### src/rtl/pred_update_sched.sv
// Commit-to-predictor update scheduler: takes up to two retiring outcomes per cycle
// and drains one per cycle. Optional single-entry bypass when built with PRED_UPD_BYPASS_EN.
module pred_update_sched #(
    parameter int QDEPTH = 8,
    parameter int QIDLEN = $clog2(QDEPTH),
    parameter int CNTLEN = 32
) (
    input  logic              clk,
    input  logic              reset,
    input  logic              commit_valid_0,
    input  logic              commit_valid_1,
    input  logic [31:0]       commit_pc_0,
    input  logic [31:0]       commit_pc_1,
    input  logic [2:0]        commit_type_0,
    input  logic [2:0]        commit_type_1,
    input  logic              commit_taken_0,
    input  logic              commit_taken_1,
    input  logic              commit_mistaken_0,
    input  logic              commit_mistaken_1,
    input  logic [31:0]       commit_target_0,
    input  logic [31:0]       commit_target_1,
    output logic              commit_ready,
    output logic              update_orien_en,
    output logic [31:0]       retire_pc,
    output logic              right_orien,
    output logic              branch_mistaken,
    output logic [31:0]       wrong_pc,
    output logic [31:0]       right_target,
    output logic [2:0]        ins_type_w,
    output logic [CNTLEN-1:0] mispred_cnt
);
    typedef struct packed {
        logic [31:0] pc;
        logic [2:0]  typ;
        logic        taken;
        logic        mistaken;
        logic [31:0] target;
    } entry_t;

    entry_t            mem [QDEPTH];
    logic [QIDLEN-1:0] head, tail, tail_p1;
    logic [QIDLEN:0]   occ, occ_next;
    entry_t            slot0, slot1, first, ent_a, src;
    logic              acc0, acc1, pop, byp, wr_a, wr_b, fire;

    assign slot0 = '{commit_pc_0, commit_type_0, commit_taken_0, commit_mistaken_0, commit_target_0};
    assign slot1 = '{commit_pc_1, commit_type_1, commit_taken_1, commit_mistaken_1, commit_target_1};

    // Room for a whole pair is required, so a single free slot still stalls commit.
    assign commit_ready = occ <= (QIDLEN+1)'(QDEPTH - 2);

    assign acc0  = commit_valid_0 && commit_ready && (commit_type_0 != 3'b000 || commit_mistaken_0);
    assign acc1  = commit_valid_0 && commit_valid_1 && commit_ready &&
                   (commit_type_1 != 3'b000 || commit_mistaken_1);
    assign first = acc0 ? slot0 : slot1;
    assign pop   = occ != '0;

`ifdef PRED_UPD_BYPASS_EN
    assign byp = (occ == '0) && (acc0 || acc1);
`else
    assign byp = 1'b0;
`endif

    // A bypassed oldest entry leaves at most slot 1 to be written into the queue.
    always_comb begin
        ent_a = first;
        wr_a  = 1'b0;
        wr_b  = 1'b0;
        if (byp) begin
            ent_a = slot1;
            wr_a  = acc0 && acc1;
        end else begin
            wr_a  = acc0 || acc1;
            wr_b  = acc0 && acc1;
        end
    end

    assign tail_p1  = tail + QIDLEN'(1);
    assign occ_next = occ + (QIDLEN+1)'(wr_a) + (QIDLEN+1)'(wr_b) - (QIDLEN+1)'(pop);
    assign fire     = pop || byp;
    assign src      = pop ? mem[head] : first;

    always_ff @(posedge clk) begin
        if (wr_a) mem[tail]    <= ent_a;
        if (wr_b) mem[tail_p1] <= slot1;
    end

    always_ff @(posedge clk) begin
        if (reset) begin
            head            <= '0;
            tail            <= '0;
            occ             <= '0;
            update_orien_en <= 1'b0;
            branch_mistaken <= 1'b0;
            retire_pc       <= '0;
            right_orien     <= 1'b0;
            wrong_pc        <= '0;
            right_target    <= '0;
            ins_type_w      <= '0;
            mispred_cnt     <= '0;
        end else begin
            if (pop) head <= head + QIDLEN'(1);
            tail            <= tail + QIDLEN'(wr_a) + QIDLEN'(wr_b);
            occ             <= occ_next;
            update_orien_en <= fire && (src.typ == 3'b101);
            branch_mistaken <= fire && src.mistaken;
            if (fire) begin
                retire_pc    <= src.pc;
                wrong_pc     <= src.pc;
                right_orien  <= src.taken;
                right_target <= src.target;
                ins_type_w   <= src.typ;
            end
            if (fire && src.mistaken && !(&mispred_cnt))
                mispred_cnt <= mispred_cnt + CNTLEN'(1);
        end
    end
endmodule

### config.mk
export PLATFORM = sky130hd
export DESIGN_NAME = pred_update_sched
export DESIGN_NICKNAME = d
export VERILOG_FILES = /design/src/rtl/pred_update_sched.sv
export SDC_FILE = /design/constraint.sdc
export NUM_CORES = 1
export LEC_CHECK = 0
export BUFFER_PORTS_ARGS = -buffer_cell sky130_fd_sc_hd__buf_2
export CAP_MARGIN = 30
export CELL_PAD_IN_SITES_DETAIL_PLACEMENT = 1
export CELL_PAD_IN_SITES_GLOBAL_PLACEMENT = 2
export CORE_MARGIN = 3
export CORE_UTILIZATION = 48
export CTS_CLUSTER_SIZE = 40
export DETAILED_ROUTE_END_ITERATION = 8
export GPL_TIMING_DRIVEN = 1
export PLACE_DENSITY_LB_ADDON = 0.1
export SKIP_CTS_REPAIR_TIMING = 1
export SYNTH_ARGS = -nofsm -noshare
export SYNTH_HDL_FRONTEND = slang
export SYNTH_SLANG_ARGS = --single-unit
### constraint.sdc
create_clock -name clk -period 13.01 [get_ports clk]
set_input_delay 2.602 -clock clk [delete_from_list [all_inputs] [get_ports clk]]
set_output_delay 2.602 -clock clk [all_outputs]
set_load 0.02 [all_outputs]
==> impl_metrics.py, run 1 <==
metrics = {
    "pwr": {
        "p_per_area_mw_per_mm2": 205,
        "leakage_nw": 12.4,
        "fin_total_pwr_mw": 7.58,
        "vdd_drop_max_uv": 191,
    },
    "timing": {
        "fin_crit_sh_pct": 42.6,
        "rsz0062_at_grt": "no",
        "setup_violations": 0,
        "tightestPinTransition_ps": 1230,
        "slew_viol_final": 0,
        "skew_ps": 22.3,
        "min_period_ps": 5550,
        "fmax_ghz": 0.180,
        "max-slew-margin-rel_pct": 18.1,
        "tns_ps": 0,
        "hold_viol": 0,
    },
    "final_layout": {
        "drive_above_1_share_pct": 48.8,
        "final_cell_mix": "edfxtp_1 (552), mux2_2 (530), buf_2 (275), mux4_2 (137), dfxtp_1 (112)",
        "final_nets": 2377,
        "fillers": 6183,
        "layout_commonest_cell": "edfxtp_1",
        "area_growth_pct": 13.9,
    },
    "routing": {
        "drc_errors": 0,
        "drt-total-wl_microns": 85700,
        "vias_per_cell": 5.94,
        "ant_nets": 0,
        "drtIter0Drc": 1229,
        "wire_per_inst_microns": 27.1,
        "dr.pass1.iters": 5,
        "vias": 18783,
    },
    "cts": {
        "tritoncts": "done",
        "numClockSinks": 667,
        "clk_latency_ps": 630,
        "htreeDepth": 3,
        "clockBufferDepth": 3,
        "root_buffer": "clkbuf_16",
        "numCtsBuffers": 76,
        "clkTransAtPathRegs_ps": 60,
    },
    "place": {
        "io_buffer_count": 276,
        "place.gp.congestion": 0.764,
        "dp_hpwl_microns": 49100,
    },
    "global_routing": {
        "gr-total-overflow": 0,
        "grt_pass1_wl_microns": 130000,
        "antenna_found_initial": 27,
        "grt_max_degree": 108,
        "first_global_vias": 20258,
        "grt_usage_pct": 24.5,
    },
    "min_path": {
        "hold_start": "ins_type_w[0]",
        "hold_path.class": "flop to flop",
    },
    "critical_path": {
        "cp_max_fo": 48,
        "end_kind": "flop",
        "crit_type": "input pin to flop",
        "crit_arrival_ps": 5780,
        "required_ps": 13250,
        "crit_path_start": "commit_mistaken_1",
        "cp-start-kind": "input pin",
        "timing.rr.start": "occ[3]",
    },
    "synth": {
        "netlist_instances": 2004,
        "synth_cell_type_count": 57,
        "async_reset_ff_share_pct": 0,
        "yosysWarnings": 0,
        "synth_edf_count": 552,
        "synth_top_area_share_pct": 51.2,
        "syn-num-nets": 2158,
        "synth_seq_cells": 667,
        "syn_avg_cell_area_sq_um": 16.2,
        "synth.top_cells.by_area": "edfxtp_1 (51%), mux2_2 (18%), mux4_2 (9.5%)",
        "yosysTopAreaCell": "edfxtp_1",
        "synth-main-ff-cell": "edfxtp_1",
        "synth.yosys.seq_area_share_pct": 58.3,
        "synth_area_sq_mm": 0.0324,
    },
    "die": {
        "rows": 94,
        "die_area_sq_mm": 0.0706,
        "start_util_pct": 48.8,
        "fp.dieW_microns": 266,
        "ioPinCount": 277,
        "core_region_area_sq_mm": 0.0663,
        "dieHeight_microns": 266,
    },
    "job": {
        "cap_viol_max_count": 0,
    },
    "status": {
        "outcome": "finished, final reports clean",
    },
}
[per-stage QoR]
stage / worst slack [ps] / util (%) / hold slack, ps / cell area [sq um] / cells
3_3_place_gp: 6760 / 51.8 / 447 / 34400 / 3004
5_1_grt: 7240 / 55.6 / 486 / 36900 / 3157
2_1_floorplan: 3800 / - / 450 / 32400 / 2004
6_report: 7460 / 55.6 / 470 / 36900 / 3164
4_1_cts: 7460 / 55.6 / 474 / 36900 / 3150
3_5_place_dp: 6820 / 52.0 / 461 / 34500 / 3009
[Yosys cell counts, drive strengths merged (4+ instances only)]
library cell	instances
mux2	557
o22ai	5
xnor2	4
nand3	11
mux2i	68
ha	9
nand4	6
o2111ai	5
nand2b	4
mux4	137
dfxtp	115
inv	12
nor2b	10
a21oi	37
nor2	91
nand2	23
o31ai	26
nor4	6
edfxtp	552
nor3	4
or4	26
and3	11
o21ai	7
buf	125
a211oi	67
clkbuf	53
[critical path: stages]
cell     delay, ps
buf_2          220
o41a_1         340
nor3b_4        560
nand2_1        400
o22ai_4        620
buf_16         230
buf_4          730
[flip-flops by register name, indices dropped and copies added, names as in the netlist, named ones only]
signal,flops
head,3
branch_mistaken,1
mispred_cnt,32
right_orien,1
tail,3
ins_type_w,3
wrong_pc,32
occ,4
mem,552
right_target,32
update_orien_en,1
[layout make-up]
| cell class | instances | area, sq um | area share, % |
|---|---|---|---|
| flip-flops and latches | 667 | 18900 | 51.2 |
| multi-input cells | 1147 | 12700 | 34.3 |
| clock buffers | 118 | 2160 | 5.85 |
| repair buffers | 319 | 1810 | 4.91 |
| well taps | 864 | 1080 | 2.93 |
| clock inverters | 23 | 199 | 0.539 |
| inverters | 12 | 47.5 | 0.129 |
| diodes | 14 | 35.0 | 0.0950 |
[layer usage]
metal | routed length, microns | GRT usage (%) | part of all wire (%)
met2 | 43500 | 42.5 | 51
met5 | 166 | 0 | 0.19
met1 | 36600 | 32.1 | 43
met3 | 3970 | 4.90 | 4.6
met4 | 1440 | 5.36 | 1.7
[final timing paths]
path | to | slack (ps) | cells after the start
worst min register to register | ins_type_w[0] | 470 | 1
worst max-delay path | mem[4][9] | 7460 | 7
worst max register to register | mem[1][61] | 8660 | 9
worst min-delay path | ins_type_w[0] | 470 | 1
[cells by family after synthesis]
group | count (synthesis) | share of synthesized area, %
simple gates | 207 | 3.27
flops | 667 | 58.3
mux | 762 | 31.0
xor+xnor | 6 | 0.162
buf+inv | 190 | 3.19
compound gates | 160 | 3.59
fa+ha+maj | 12 | 0.533
[where the power goes]
part | switching (mW) | total [mW] | internal [mW] | leakage [nW]
sequential | 0.185 | 2.96 | 2.77 | 5.97
combinational | 1.46 | 2.58 | 1.11 | 5.29
clock | 0.872 | 2.04 | 1.17 | 1.15
total | 2.52 | 7.58 | 5.06 | 12.4
No activity file was read; power rests on OpenSTA's default activity.
==> inputs of run 2 (changes only) <==
--- a/config.mk
+++ b/config.mk
@@ -5,12 +5,13 @@
 export SDC_FILE = /design/constraint.sdc
 export NUM_CORES = 1
 export LEC_CHECK = 0
+export ABC_AREA = 1
 export BUFFER_PORTS_ARGS = -buffer_cell sky130_fd_sc_hd__buf_2
 export CAP_MARGIN = 30
 export CELL_PAD_IN_SITES_DETAIL_PLACEMENT = 1
 export CELL_PAD_IN_SITES_GLOBAL_PLACEMENT = 2
 export CORE_MARGIN = 3
-export CORE_UTILIZATION = 48
+export CORE_UTILIZATION = 37
 export CTS_CLUSTER_SIZE = 40
 export DETAILED_ROUTE_END_ITERATION = 8
 export GPL_TIMING_DRIVEN = 1
==> constraint.sdc (replaced) <==
create_clock -name clk -period 5.5 [get_ports clk]
set_input_delay 1.1 -clock clk [delete_from_list [all_inputs] [get_ports clk]]
set_output_delay 1.1 -clock clk [all_outputs]
set_load 0.02 [all_outputs]
==> impl_metrics.py, run 2 <==
metrics = {
    "status": {
        "outcome": "finished, final reports clean",
    },
    "critical_path": {
        "r2r_cells": 10,
        "worstReg2RegEnd": "mem[5][0]",
        "timing.rr.start": "occ[3]",
        "crit_type": "input pin to flop",
        "cp-start-kind": "input pin",
        "cp_slowest_stage_delay_ps": 860,
        "crit_arrival_ps": 4100,
        "critPathTopFamily": "buffers and inverters",
        "required_ps": 5850,
        "cp.depth": 9,
        "worst-path-buf-inv": 4,
        "critical-path-top-cell-by-count": "buf_4",
        "path_cells": "buf_2 > inv_1 > nand4_1 > nand4_2 > nor2_8 > nand2_8 > buf_4 > buf_4 > o21ai_0",
        "cp_slowest_cell": "buf_4",
        "rrSetupSlack_ps": 1840,
        "cp_max_fo": 72,
        "end_kind": "flop",
    },
    "synth": {
        "synth-main-ff-cell": "edfxtp_1",
        "syn_avg_cell_area_sq_um": 8.80,
        "synth_commonest_cells": "nand2_1 (950), edfxtp_1 (552), o21ai_1 (471)",
        "yosysTopAreaCell": "edfxtp_1",
        "synth_edf_count": 552,
        "synth_seq_cells": 667,
        "synth_area_sq_mm": 0.0337,
        "yosysWarnings": 0,
        "synth.top_cells.by_area": "edfxtp_1 (49%), nand2_1 (11%), o21ai_1 (7.0%)",
        "synth_cell_type_count": 39,
        "syn-num-nets": 3982,
        "synth.yosys.seq_area_share_pct": 56.0,
        "async_reset_ff_share_pct": 0,
        "yosysMostFrequentCell": "nand2_1",
        "synth_top_area_share_pct": 49.2,
        "netlist_instances": 3828,
    },
    "cts": {
        "clkTransAtPathRegs_ps": 60,
        "numCtsBuffers": 79,
        "clockBufferDepth": 3,
        "clk_latency_ps": 640,
        "tritoncts": "done",
        "numClockSinks": 667,
        "htreeDepth": 3,
        "root_buffer": "clkbuf_16",
    },
    "die": {
        "dieHeight_microns": 308,
        "core_region_area_sq_mm": 0.0901,
        "fp.dieW_microns": 308,
        "rows": 110,
        "start_util_pct": 37.4,
        "die_area_sq_mm": 0.0947,
        "ioPinCount": 277,
    },
    "place": {
        "place.gp.congestion": 0.783,
        "place_inst": 5017,
        "io_buffer_count": 276,
        "dp_hpwl_microns": 65600,
    },
    "pwr": {
        "switchingPower_mw": 7.47,
        "vdd_drop_max_uv": 350,
        "swShare_pct": 39.0,
        "leakage_nw": 15.8,
        "clockPowerShare_pct": 27.8,
        "intPower_mw": 11.7,
        "p_comb_share_pct": 35.6,
        "pwr-share-seq_pct": 36.6,
        "p_per_area_mw_per_mm2": 499,
    },
    "final_layout": {
        "largest_reg_flops": 552,
        "final_cell_mix": "nand2_1 (942), edfxtp_1 (552), o21ai_1 (471), nor2_1 (423), o21ai_0 (417)",
        "fillers": 10451,
        "top_register": "mem",
        "final_nets": 4080,
        "area_growth_pct": 13.9,
        "layout.cells.non_filler": 5171,
        "drive_above_1_share_pct": 13.7,
        "layout_commonest_cell": "nand2_1",
    },
    "timing": {
        "hold_viol": 0,
        "fmax_ghz": 0.266,
        "min_period_ps": 3760,
        "tightestPinTransition_ps": 1010,
        "fin_crit_sh_pct": 68.3,
        "tns_ps": 0,
        "max-slew-margin-rel_pct": 32.5,
        "skew_ps": 21.9,
        "setup_violations": 0,
        "rsz0062_at_grt": "no",
        "slew_viol_final": 0,
    },
    "global_routing": {
        "grt_max_degree": 173,
        "grt_pass1_wl_microns": 178000,
        "grt_usage_pct": 24.5,
        "antenna_found_initial": 6,
        "gr-total-overflow": 0,
        "first_global_vias": 28386,
    },
    "min_path": {
        "hold_start": "head[1]",
        "hold_path.class": "flop to flop",
        "hold_path_depth": 2,
    },
    "routing": {
        "dr.pass1.iters": 5,
        "drt-total-wl_microns": 117000,
        "vias_per_cell": 5.44,
        "wire_per_inst_microns": 22.7,
        "drtIter0Drc": 1999,
        "ant_nets": 0,
        "vias": 28122,
        "drc_errors": 0,
    },
    "job": {
        "cap_viol_max_count": 0,
    },
}
[run 2: final cells by class]
class	instances	area (sq um)	area share, %
multi-input combinational	2674	12700	33.2
antenna	2	5.00	0.0130
timing repair buffer	323	1980	5.15
sequential	667	18900	49.2
inverter	181	693	1.81
clock buffer	125	2390	6.22
tap	1176	1470	3.83
clock inverter	23	220	0.574
[run 2: metal layers]
layer,wire [microns],global-route usage (%)
met5,49,0
met4,2100,5.24
met3,5430,3.53
met2,56000,41.7
met1,53600,33.3
[run 2: worst max path at each step]
| stage | start | end | slack [ps] |
|---|---|---|---|
| floorplan | commit_type_1[1] | mem[1][0] | 1460 |
| global placement | commit_mistaken_1 | mem[7][3] | 1170 |
| detailed placement | commit_mistaken_1 | mem[7][2] | 1090 |
| CTS | occ[3] | mem[5][3] | 1800 |
| global route | commit_mistaken_1 | mem[7][0] | 1550 |
| finish | commit_mistaken_1 | mem[7][1] | 1740 |
[run 2: logic make-up (layout without fill, tap and decap cells)]
logic type | after synthesis | count (layout) | synth area share (%)
simple gates | 1447 | 1447 | 16.8
compound gates | 1205 | 1205 | 19.8
fa+ha+maj | 12 | 12 | 0.513
flops | 667 | 667 | 56.0
xor+xnor | 10 | 10 | 0.260
buf+inv | 487 | 652 | 6.62
other cells | 0 | 2 | 0
[run 2: metrics by stage]
step / hold WS (ps) / util [%] / cell area, sq um / power (mW) / worst slack, ps
2_1_floorplan: 448 / - / 33700 / 11.6 / 1460
3_3_place_gp: 471 / 39.5 / 35600 / 13.8 / 1170
3_5_place_dp: 475 / 39.6 / 35700 / 14.0 / 1090
4_1_cts: 490 / 42.4 / 38300 / 19.3 / 1800
5_1_grt: 524 / 42.6 / 38400 / 20.4 / 1550
6_report: 498 / 42.6 / 38400 / 19.2 / 1740
[run 2: tightest hold or removal path, stage by stage, from the launching register on]
cell and delay, ps:
dfxtp_1 310, nor2_1 90, nor2_1 50
[run 2: power by group through the flow]
stage / combinational [mW] / sequential, mW / clock (mW)
finish: 6.82 / 7.01 / 5.33
global route: 7.65 / 7.10 / 5.62
CTS: 6.89 / 7.03 / 5.43
detailed placement: 6.85 / 7.13 / 0
global placement: 6.72 / 7.11 / 0
floorplan: 4.43 / 7.20 / 0
